`src/rtl/qpu_exu_oitf_pkg.sv`:
```
// Shared sizing for the QPU execution unit's outstanding instruction track FIFO.
package qpu_exu_oitf_pkg;

  localparam int unsigned QPU_RFIDX_REAL_WIDTH = 5;
  localparam int unsigned QPU_OITF_DEPTH       = 4;
  localparam int unsigned QPU_OITF_PTR_W       = $clog2(QPU_OITF_DEPTH);

endpackage

```
`src/rtl/qpu_exu_oitf_if.sv`:
```
// Dispatch, hazard-check and long-pipe retire signals of the OITF.
interface qpu_exu_oitf_if
  import qpu_exu_oitf_pkg::*;
#(
  parameter int unsigned RFIDX_W = QPU_RFIDX_REAL_WIDTH,
  parameter int unsigned PTR_W   = QPU_OITF_PTR_W
);

  logic               dis_ena;
  logic               dis_ready;
  logic               disp_i_rdwen;
  logic [RFIDX_W-1:0] disp_i_rdidx;
  logic               disp_i_rs1en;
  logic               disp_i_rs2en;
  logic [RFIDX_W-1:0] disp_i_rs1idx;
  logic [RFIDX_W-1:0] disp_i_rs2idx;
  logic [PTR_W-1:0]   dis_ptr;
  logic               oitfrd_match_disprs1;
  logic               oitfrd_match_disprs2;
  logic               oitfrd_match_disprd;
  logic               ret_ena;
  logic [PTR_W-1:0]   ret_ptr;
  logic [RFIDX_W-1:0] ret_rdidx;
  logic               ret_rdwen;
  logic               oitf_empty;

  modport master (
    output dis_ena, disp_i_rdwen, disp_i_rdidx, disp_i_rs1en, disp_i_rs2en,
           disp_i_rs1idx, disp_i_rs2idx, ret_ena,
    input  dis_ready, dis_ptr, oitfrd_match_disprs1, oitfrd_match_disprs2,
           oitfrd_match_disprd, ret_ptr, ret_rdidx, ret_rdwen, oitf_empty
  );

  modport slave (
    input  dis_ena, disp_i_rdwen, disp_i_rdidx, disp_i_rs1en, disp_i_rs2en,
           disp_i_rs1idx, disp_i_rs2idx, ret_ena,
    output dis_ready, dis_ptr, oitfrd_match_disprs1, oitfrd_match_disprs2,
           oitfrd_match_disprd, ret_ptr, ret_rdidx, ret_rdwen, oitf_empty
  );

endinterface

```
`src/rtl/qpu_wrap_ptr.sv`:
```
// Modulo-DEPTH pointer with a wrap flag that toggles on every DEPTH-1 -> 0 step.
module qpu_wrap_ptr #(
  parameter int unsigned DEPTH = 4,
  parameter int unsigned PTR_W = 2
) (
  input  logic             clk,
  input  logic             rst,
  input  logic             ena,
  output logic [PTR_W-1:0] ptr,
  output logic             flg
);

  logic [PTR_W-1:0] ptr_q;
  logic             flg_q;

  always_ff @(posedge clk) begin
    if (rst) begin
      ptr_q <= '0;
      flg_q <= 1'b0;
    end else if (ena) begin
      if (ptr_q == PTR_W'(DEPTH - 1)) begin
        ptr_q <= '0;
        flg_q <= ~flg_q;
      end else begin
        ptr_q <= ptr_q + 1'b1;
      end
    end
  end

  assign ptr = ptr_q;
  assign flg = flg_q;

endmodule

```
`src/rtl/qpu_exu_oitf.sv`:
```
// Outstanding instruction track FIFO: program-order long-pipe destinations plus
// a combinational RAW/WAW hazard check for dispatch.
module qpu_exu_oitf
  import qpu_exu_oitf_pkg::*;
#(
  parameter int unsigned DEPTH   = QPU_OITF_DEPTH,
  parameter int unsigned RFIDX_W = QPU_RFIDX_REAL_WIDTH,
  parameter int unsigned PTR_W   = $clog2(DEPTH)
) (
  input logic            clk,
  input logic            rst,
  qpu_exu_oitf_if.slave  oitf
);

  logic [PTR_W-1:0]   alc_ptr, rtr_ptr;
  logic               alc_flg, rtr_flg;
  logic               empty, full, alc_ena, rtr_ena;
  logic [DEPTH-1:0]   vld_q;
  logic [DEPTH-1:0]   rdwen_q;
  logic [RFIDX_W-1:0] rdidx_q [DEPTH];
  logic [DEPTH-1:0]   hit_rs1, hit_rs2, hit_rd;

  // Full/empty come from pointers and wrap flags only; no occupancy counter.
  assign empty   = (alc_ptr == rtr_ptr) && (alc_flg == rtr_flg);
  assign full    = (alc_ptr == rtr_ptr) && (alc_flg != rtr_flg);
  assign alc_ena = oitf.dis_ena & ~full;
  assign rtr_ena = oitf.ret_ena & ~empty;

  qpu_wrap_ptr #(
    .DEPTH (DEPTH),
    .PTR_W (PTR_W)
  ) u_alc_ptr (
    .clk (clk),
    .rst (rst),
    .ena (alc_ena),
    .ptr (alc_ptr),
    .flg (alc_flg)
  );

  qpu_wrap_ptr #(
    .DEPTH (DEPTH),
    .PTR_W (PTR_W)
  ) u_rtr_ptr (
    .clk (clk),
    .rst (rst),
    .ena (rtr_ena),
    .ptr (rtr_ptr),
    .flg (rtr_flg)
  );

  // Allocate and retire never hit the same slot: that needs full or empty.
  always_ff @(posedge clk) begin
    if (rst) begin
      vld_q <= '0;
    end else begin
      for (int i = 0; i < int'(DEPTH); i++) begin
        if (alc_ena && (alc_ptr == PTR_W'(i))) begin
          vld_q[i] <= 1'b1;
        end else if (rtr_ena && (rtr_ptr == PTR_W'(i))) begin
          vld_q[i] <= 1'b0;
        end
      end
    end
  end

  // Payload is left unreset; vld_q qualifies every use of it.
  always_ff @(posedge clk) begin
    if (!rst && alc_ena) begin
      rdidx_q[alc_ptr] <= oitf.disp_i_rdidx;
      rdwen_q[alc_ptr] <= oitf.disp_i_rdwen;
    end
  end

  for (genvar g = 0; g < int'(DEPTH); g++) begin : g_match
    assign hit_rs1[g] = vld_q[g] & rdwen_q[g] & (rdidx_q[g] == oitf.disp_i_rs1idx);
    assign hit_rs2[g] = vld_q[g] & rdwen_q[g] & (rdidx_q[g] == oitf.disp_i_rs2idx);
    assign hit_rd[g]  = vld_q[g] & rdwen_q[g] & (rdidx_q[g] == oitf.disp_i_rdidx);
  end

  assign oitf.oitfrd_match_disprs1 = oitf.disp_i_rs1en & (|hit_rs1);
  assign oitf.oitfrd_match_disprs2 = oitf.disp_i_rs2en & (|hit_rs2);
  assign oitf.oitfrd_match_disprd  = oitf.disp_i_rdwen & (|hit_rd);

  assign oitf.dis_ready  = ~full;
  assign oitf.dis_ptr    = alc_ptr;
  assign oitf.ret_ptr    = rtr_ptr;
  assign oitf.ret_rdidx  = rdidx_q[rtr_ptr];
  assign oitf.ret_rdwen  = rdwen_q[rtr_ptr] & ~empty;
  assign oitf.oitf_empty = empty;

endmodule

```
`src/flat_wrapper.sv`:
```
// flat-port wrapper written by rule: the top's interface ports become plain ports
module qpu_exu_oitf_flat import qpu_exu_oitf_pkg::*;
#(
  parameter int unsigned DEPTH   = QPU_OITF_DEPTH,
  parameter int unsigned RFIDX_W = QPU_RFIDX_REAL_WIDTH,
  parameter int unsigned PTR_W   = $clog2(DEPTH)
)
  (clk, rst, oitf_dis_ena, oitf_disp_i_rdwen, oitf_disp_i_rdidx, oitf_disp_i_rs1en, oitf_disp_i_rs2en, oitf_disp_i_rs1idx, oitf_disp_i_rs2idx, oitf_ret_ena, oitf_dis_ready, oitf_dis_ptr, oitf_oitfrd_match_disprs1, oitf_oitfrd_match_disprs2, oitf_oitfrd_match_disprd, oitf_ret_ptr, oitf_ret_rdidx, oitf_ret_rdwen, oitf_oitf_empty);
  qpu_exu_oitf_if #(.RFIDX_W(RFIDX_W), .PTR_W(PTR_W)) oitf_i ();
  input logic clk;
  input logic rst;
  input wire logic [$bits(oitf_i.dis_ena)-1:0] oitf_dis_ena;
  input wire logic [$bits(oitf_i.disp_i_rdwen)-1:0] oitf_disp_i_rdwen;
  input wire logic [$bits(oitf_i.disp_i_rdidx)-1:0] oitf_disp_i_rdidx;
  input wire logic [$bits(oitf_i.disp_i_rs1en)-1:0] oitf_disp_i_rs1en;
  input wire logic [$bits(oitf_i.disp_i_rs2en)-1:0] oitf_disp_i_rs2en;
  input wire logic [$bits(oitf_i.disp_i_rs1idx)-1:0] oitf_disp_i_rs1idx;
  input wire logic [$bits(oitf_i.disp_i_rs2idx)-1:0] oitf_disp_i_rs2idx;
  input wire logic [$bits(oitf_i.ret_ena)-1:0] oitf_ret_ena;
  output wire logic [$bits(oitf_i.dis_ready)-1:0] oitf_dis_ready;
  output wire logic [$bits(oitf_i.dis_ptr)-1:0] oitf_dis_ptr;
  output wire logic [$bits(oitf_i.oitfrd_match_disprs1)-1:0] oitf_oitfrd_match_disprs1;
  output wire logic [$bits(oitf_i.oitfrd_match_disprs2)-1:0] oitf_oitfrd_match_disprs2;
  output wire logic [$bits(oitf_i.oitfrd_match_disprd)-1:0] oitf_oitfrd_match_disprd;
  output wire logic [$bits(oitf_i.ret_ptr)-1:0] oitf_ret_ptr;
  output wire logic [$bits(oitf_i.ret_rdidx)-1:0] oitf_ret_rdidx;
  output wire logic [$bits(oitf_i.ret_rdwen)-1:0] oitf_ret_rdwen;
  output wire logic [$bits(oitf_i.oitf_empty)-1:0] oitf_oitf_empty;
  assign oitf_i.dis_ena = oitf_dis_ena;
  assign oitf_i.disp_i_rdwen = oitf_disp_i_rdwen;
  assign oitf_i.disp_i_rdidx = oitf_disp_i_rdidx;
  assign oitf_i.disp_i_rs1en = oitf_disp_i_rs1en;
  assign oitf_i.disp_i_rs2en = oitf_disp_i_rs2en;
  assign oitf_i.disp_i_rs1idx = oitf_disp_i_rs1idx;
  assign oitf_i.disp_i_rs2idx = oitf_disp_i_rs2idx;
  assign oitf_i.ret_ena = oitf_ret_ena;
  assign oitf_dis_ready = oitf_i.dis_ready;
  assign oitf_dis_ptr = oitf_i.dis_ptr;
  assign oitf_oitfrd_match_disprs1 = oitf_i.oitfrd_match_disprs1;
  assign oitf_oitfrd_match_disprs2 = oitf_i.oitfrd_match_disprs2;
  assign oitf_oitfrd_match_disprd = oitf_i.oitfrd_match_disprd;
  assign oitf_ret_ptr = oitf_i.ret_ptr;
  assign oitf_ret_rdidx = oitf_i.ret_rdidx;
  assign oitf_ret_rdwen = oitf_i.ret_rdwen;
  assign oitf_oitf_empty = oitf_i.oitf_empty;
  qpu_exu_oitf #(.DEPTH(DEPTH), .RFIDX_W(RFIDX_W), .PTR_W(PTR_W)) u_core (.clk(clk), .rst(rst), .oitf(oitf_i));
endmodule
```
`config.mk`:
```
export PLATFORM = sky130hd
export DESIGN_NAME = qpu_exu_oitf_flat
export DESIGN_NICKNAME = d
export VERILOG_FILES = /design/src/rtl/qpu_exu_oitf_pkg.sv /design/src/rtl/qpu_exu_oitf_if.sv /design/src/rtl/qpu_wrap_ptr.sv /design/src/rtl/qpu_exu_oitf.sv /design/src/flat_wrapper.sv
export SDC_FILE = /design/constraint.sdc
export NUM_CORES = 1
export LEC_CHECK = 0
export CAP_MARGIN = 20
export CORE_ASPECT_RATIO = 0.75
export CORE_MARGIN = 2
export CORE_UTILIZATION = 53
export DETAILED_ROUTE_END_ITERATION = 6
export HOLD_SLACK_MARGIN = 0.15
export PLACE_DENSITY = 0.79
export SLEW_MARGIN = 25
export SYNTH_ARGS = -nofsm -noshare
export SYNTH_HDL_FRONTEND = slang
export SYNTH_SLANG_ARGS = --single-unit
```
`constraint.sdc`:
```
create_clock -name clk -period 2.2 [get_ports clk]
set_input_delay 0.66 -clock clk [delete_from_list [all_inputs] [get_ports clk]]
set_output_delay 0.66 -clock clk [all_outputs]
set_load 0.02 [all_outputs]
```
==> flow_metrics.env <==
export IMPL_synth_distinct_cells=28
export IMPL_synth_top_family_by_area="XOR/XNOR gates"
export IMPL_die_h_um=60.6
export IMPL_wire_per_inst_um=20.2
export IMPL_p_per_area_nw_per_um2=551
export IMPL_fin_skew_ps=10.4
export IMPL_synth_top_area_cell="edfxtp_1"
export IMPL_synth_xor_area_share=0.258
export IMPL_antenna_cells=0
export IMPL_grt_overflow=0
export IMPL_first_pass_iters=4
export IMPL_gp_congestion=0.910
export IMPL_rsz0062_at_grt="true"
export IMPL_ys_ff_latch=36
export IMPL_p_sw_uw=516
export IMPL_finalWorstSetupSlack_ps=-216
export IMPL_status="complete, but fails checks"
export IMPL_p_clk_frac=0.263
export IMPL_synthMuxAreaShare=0.0657
export IMPL_clk_pin_slew_ps=80
export IMPL_synth_adder_area_share=0.0442
export IMPL_synth_area_top_cells="edfxtp_1, xnor2_1, dfxtp_1, xor2_1, mux4_2"
export IMPL_place_hpwl_mm=4.68
export IMPL_coreArea_um2=4080
export IMPL_worstPathArrival_ps=1760
export IMPL_wl_mm=6.68
export IMPL_p_leak_nw=1.18
export IMPL_avgSynthCellArea_um2=11.3
export IMPL_switching_share=0.295
export IMPL_fin_crit_sh=1.10
export IMPL_fmax_ghz=0.414
export IMPL_cp_end_kind="output port"
export IMPL_crit_required_ps=1540
export IMPL_syn_inst=201
export IMPL_ys_seq_area_frac=0.424
export IMPL_syn_area_um2=2270
export IMPL_grt_pass1_wl_mm=9.88
export IMPL_finalSetupTns_ps=-834
export IMPL_tightest_slew_ps=654
export IMPL_whs_ps=512
export IMPL_nets=305
export IMPL_nFillCells=238
export IMPL_cts_buffer_depth=2
export IMPL_initial_core_util=0.556
export IMPL_yosysWarnings=0
export IMPL_grt_max_degree=13
export IMPL_synthArstFlopShare=0
export IMPL_violations="setup timing"
export IMPL_intPower_mw=1.24
export IMPL_drv_slew=0
export IMPL_port_buffers=36
export IMPL_drive_gt1_frac=0.391
export IMPL_dpl_instance_area_um2=2910
export IMPL_worstHoldPathType="flip-flop to flip-flop"
export IMPL_syn_to_final_growth_pct=40.2
export IMPL_start_kind="flip-flop"
export IMPL_setup_violations_final=8
export IMPL_final_cell_mix="xnor2_1, buf_4, edfxtp_1"
export IMPL_synth_simple_area_share=0.113
export IMPL_final_cell_area_um2=3180
export IMPL_die_area_um2=4820
export IMPL_final_antenna_net_count=0
export IMPL_max_slew_margin=0.558
export IMPL_grt_pass1_vias=1865
export IMPL_cts_tree="yes"
export IMPL_multi_input_area_um2=1320
export IMPL_num_rows=20
export IMPL_critPathMaxStageDelay_ps=490
export IMPL_setup_worst_path_class="flip-flop to output port"
export IMPL_path_max_fanout=3
export IMPL_via_count=1921
export IMPL_cp_cell_sequence="buf_6, xnor2_2, nand4_1, nor3_2, o41a_1, buf_6"
export IMPL_syn_nets=231
export IMPL_cp_common_cell="buf_6"
export IMPL_via_per_inst=5.80
export IMPL_synth_edf_count=24
export IMPL_fin_total_pwr_mw=1.75
export IMPL_finalCriticalPeriod_ps=2420
export IMPL_synth_top_cell_area_share=0.318
export IMPL_die_width_um=79.5
export IMPL_cts_htree_levels=2
export IMPL_register_area_um2=971
export IMPL_cts_root_buf="clkbuf_8"
export IMPL_antenna_found_initial=0
export IMPL_clkSinkCount=36
export IMPL_maxCapViolations=0
export IMPL_drt_iter0_drc=224
export IMPL_synth_compound_area_share=0.0568
export IMPL_synth_main_ff_cell="edfxtp_1"
export IMPL_ir_worst_vdd_v=0.000459
export IMPL_io_pins=37
export IMPL_power_frac_seq=0.449
export IMPL_pwr_share_comb=0.288
export IMPL_final_hold_viol_count=0
export IMPL_drc=0
export IMPL_cts_buffers=5
export IMPL_clk_latency_ps=290
export IMPL_cp_slowest_cell="edfxtp_1"
export IMPL_gr_usage_all_layers=0.291
export IMPL_layout_commonest_cell="xnor2_1"
## cells by family after synthesis
group,count (synthesis)
multiplexers,7
buffers and inverters,21
flip-flops,36
adder cells (fa/ha/maj),8
AND/OR/NAND/NOR,49
XOR/XNOR,66
AO/OA/AOI/OAI,14
## metal layers
| metal | vias up | global-route usage | share of wire |
|---|---|---|---|
| met2 | 111 | 0.438 | 0.45 |
| met1 | 922 | 0.416 | 0.43 |
| met3 | 27 | 0.0580 | 0.086 |
| met4 | 0 | 0.123 | 0.035 |
| li1 | 861 | - | - |
| met5 | - | 0 | 0 |
## area by class of cell
class	count	area share
clock inverter	3	0.00551
timing repair buffer	82	0.223
multi-input combinational	144	0.415
inverter	6	0.00709
clock buffer	5	0.0217
sequential	36	0.306
tap	55	0.0217
## sequential cells by signal, summed over array words and instances, names as in the netlist, named ones only
register              cells
u_core.rdidx_q           20
u_core.u_rtr_ptr.flg      1
u_core.u_rtr_ptr.ptr      2
u_core.vld_q              4
u_core.u_alc_ptr.ptr      2
u_core.rdwen_q            4
u_core.u_alc_ptr.flg      1
## cell usage after synthesis, types with 3 or more instances
library cell / count
clkbuf_1: 14
and2_1: 3
or3_1: 3
o41a_1: 3
xnor2_1: 49
nand4_1: 12
ha_1: 8
nor3_1: 12
nand2_1: 8
xor2_1: 16
a21oi_1: 4
nor2_1: 5
inv_1: 6
mux4_2: 5
edfxtp_1: 24
nand3_1: 4
dfxtp_1: 12
a32o_1: 3
## worst max-delay path: cells and delay by family, from the launching register on
family	cells	cell delay, ps
XOR/XNOR	1	120
flip-flops	1	490
AO/OA/AOI/OAI	1	380
buffers and inverters	2	310
AND/OR/NAND/NOR	2	170
## what timing repair did
| item | 4_1_cts | 5_1_grt |
|---|---|---|
| cloned | 0 | 0 |
| endpoints found under the hold margin | 0 | 0 |
| buffers inserted | 11 | 3 |
| resized for setup | 144 | 16 |
| pin swaps | 18 | 8 |
| setup endpoints to repair | 12 | 10 |
| hold buffers | 0 | 0 |
## power by group through the flow
stage,combinational (mW),sequential [mW],clock [mW]
after floorplan,0.256,0.800,0
after global placement,0.459,0.794,0
after detailed placement,0.471,0.795,0
after CTS,0.480,0.783,0.465
after global routing,0.538,0.788,0.492
final,0.505,0.786,0.461
## through the flow
| step | utilization | instances | setup WS, ps |
|---|---|---|---|
| floorplan | - | 201 | 1.47 |
| global route | 0.779 | 331 | -276 |
| global placement | 0.713 | 309 | -1050 |
| detailed placement | 0.713 | 309 | -1130 |
| CTS | 0.762 | 328 | -217 |
| finish | 0.779 | 331 | -216 |
## final timing paths
check | endpoint | slack (ps) | depth (start not counted) | from
hold reg to reg | u_core.vld_q[3] | 510 | 2 | u_core.vld_q[3]
setup reg to reg | u_core.rdidx_q[1][4] | 390 | 6 | u_core.u_alc_ptr.ptr[1]
setup / recovery | oitf_oitfrd_match_disprs1 | -220 | 6 | u_core.rdidx_q[3][2]
hold / removal | u_core.vld_q[3] | 510 | 2 | u_core.vld_q[3]
Power figures use the tool's default switching activity.
==> RTL edit: new RTL, same flow settings <==
`QPU_OITF_DEPTH`: 4 -> 8.
--- a/src/rtl/qpu_exu_oitf_pkg.sv
+++ b/src/rtl/qpu_exu_oitf_pkg.sv
@@ -4,3 +4,3 @@
   localparam int unsigned QPU_RFIDX_REAL_WIDTH = 5;
-  localparam int unsigned QPU_OITF_DEPTH       = 4;
+  localparam int unsigned QPU_OITF_DEPTH       = 8;
   localparam int unsigned QPU_OITF_PTR_W       = $clog2(QPU_OITF_DEPTH);
Interface: changed (resized oitf_dis_ptr and oitf_ret_ptr); port bits go from 37 to 39. No check against the original RTL was run, so the function may have changed too.
==> RTL edit against the original RTL <==
Critical path type is now input pin to output pin; worst setup slack worse by 0.34 ns; routed wire length is 130% higher; sequential cell count is 31 higher; area after synthesis is 94% higher; the run still ends with negative setup slack left; largest cell class unchanged; cell area is 97% higher; combinational power is 110% higher; first-iteration DRC count is 130% higher; clock skew is 0.0036 ns higher; total power is 98% higher.
==> RTL edit: results (changes against the original RTL) <==
stage;metric;value;unit;change
worst_setup_path;reg2regPathDepth;8;;was 6
placement;placed_cell_area;5490;sq um;was 2910 sq um
worst_setup_path;cpPeakStageDelay;0.36;ns;was 0.49 ns
placement;portBuffers;38;;was 36
timing;setup_tns;-3.376;ns;was -0.8343 ns
clock_network;cts_resized;183;;was 144
worst_setup_path;r2r_start;u_core.u_rtr_ptr.ptr[0]$_SDFFE_PP0P_;;was u_core.u_alc_ptr.ptr[1]$_SDFFE_PP0P_
run_status;violations;negative setup slack;;unchanged
yosys;ys_top_cells_by_count;xor2_1, edfxtp_1, nand4_1, xnor2_1, nor4_1;;was xnor2_1, edfxtp_1, xor2_1, clkbuf_1
power_and_ir_drop;power_leakage;2.469;nW;was 1.177 nW
run_status;status;finished with violations;;unchanged
route;dr.pass1.iters;5;;was 4
placement;hpwl;10.79;mm;was 4.677 mm
timing;worst_pin_slew;0.4204;ns;was 0.6541 ns
route;via_per_inst;6.121;;was 5.804
layout;fin_nets;561;;was 305
timing;fin_ws;-0.5563;ns;was -0.2159 ns
grt;grt_max_degree;14;;was 13
power_and_ir_drop;power_density;553.7;nW/um^2;was 551.4 nW/um^2
placement;place_ws;-1.545;ns;was -1.132 ns
yosys;synth_nets;412;;was 231
grt;grt_pass1_vias;3907;;was 1865
worst_setup_path;cp_slowest_cell;nor4_1;;was edfxtp_1
worst_setup_path;reg2reg_slack;0.24;ns;was 0.39 ns
placement;routabilityCongestion;1.004;;was 0.9100
clock_network;clk_latency;0.35;ns;was 0.29 ns
min_path;hold_end;u_core.vld_q[7]$_SDFFE_PP0P_;;was u_core.vld_q[3]$_SDFFE_PP0P_
power_and_ir_drop;pwr-share-clk;27.1;%;was 26.3%
min_path;hp-start;u_core.vld_q[7]$_SDFFE_PP0P_;;was u_core.vld_q[3]$_SDFFE_PP0P_
yosys;synth_edf_count;48;;was 24
route;drt_iter0_markers;515;;was 224
grt;grt_usage;34.27;%;was 29.06%
power_and_ir_drop;seq_power;0.00146;W;was 0.000786 W
route;wire_per_inst;23.94;um;was 20.17 um
yosys;synth_cell_types;37;;was 28
timing;setup-violations-final;9;;was 8
layout;reg_top3;u_core.rdidx_q: 40 flops, u_core.rdwen_q: 8 flops, u_core.vld_q: 8 flops;;was u_core.rdidx_q: 20 flops, u_core.rdwen_q: 4 flops, u_core.vld_q: 4 flops
worst_setup_path;crit_family;simple AND/OR/NAND/NOR gates;;was flip-flops
## RTL edit: cell count changes in the layout (fill, tap and decap cells not counted), sizes merged, moves of 19 or more
cell / unedited run / this run
buf: 72 / 146
edfxtp: 24 / 48
nand4: 12 / 31
nor4: 0 / 25
xnor2: 49 / 29
xor2: 17 / 101
## RTL edit: area by class of cell
cell class / count / area, sq um
Multi-Input combinational cell: 278 / 2653
Fill cell: 425 / 1694
Sequential cell: 67 / 1826
Clock inverter: 7 / 51.30
Inverter: 9 / 33.78
Tap cell: 105 / 131.4
Timing Repair Buffer: 162 / 1440
Clock buffer: 9 / 123.9
## RTL edit: worst max path at each step
stage          depth (start not counted)  slack [ns]                            from                         to
3_5_place_dp                           8       -1.54            oitf_disp_i_rdidx[2]   oitf_oitfrd_match_disprd
5_1_grt                                8       -0.58  u_core.rdidx_q[1][4]$_DFFE_PP_   oitf_oitfrd_match_disprd
4_1_cts                                7       -0.50  u_core.rdidx_q[1][2]$_DFFE_PP_   oitf_oitfrd_match_disprd
6_report                               9       -0.56            oitf_disp_i_rdidx[3]   oitf_oitfrd_match_disprd
3_3_place_gp                           8       -1.52            oitf_disp_i_rdidx[2]   oitf_oitfrd_match_disprd
2_1_floorplan                          6      -0.007           oitf_disp_i_rs1idx[1]  oitf_oitfrd_match_disprs1
## RTL edit: cells by family (layout without fill, tap and decap cells)
kind of cell             after synthesis  in the layout  share of synthesized area, %
XOR/XNOR                             130            130                         26.60
AND/OR/NAND/NOR                       97             97                         12.50
flip-flops                            67             67                         41.47
buffers and inverters                 33            187                         3.760
AO/OA/AOI/OAI                         21             21                         4.586
multiplexers                          18             18                         7.662
adder cells (fa/ha/maj)               12             12                         3.418
## RTL edit: layer usage
metal	wire length, um	track usage [%]
met1	6123	48.68
met2	6468	48.84
met3	2138	12.40
met4	517	10.84
met5	0	0
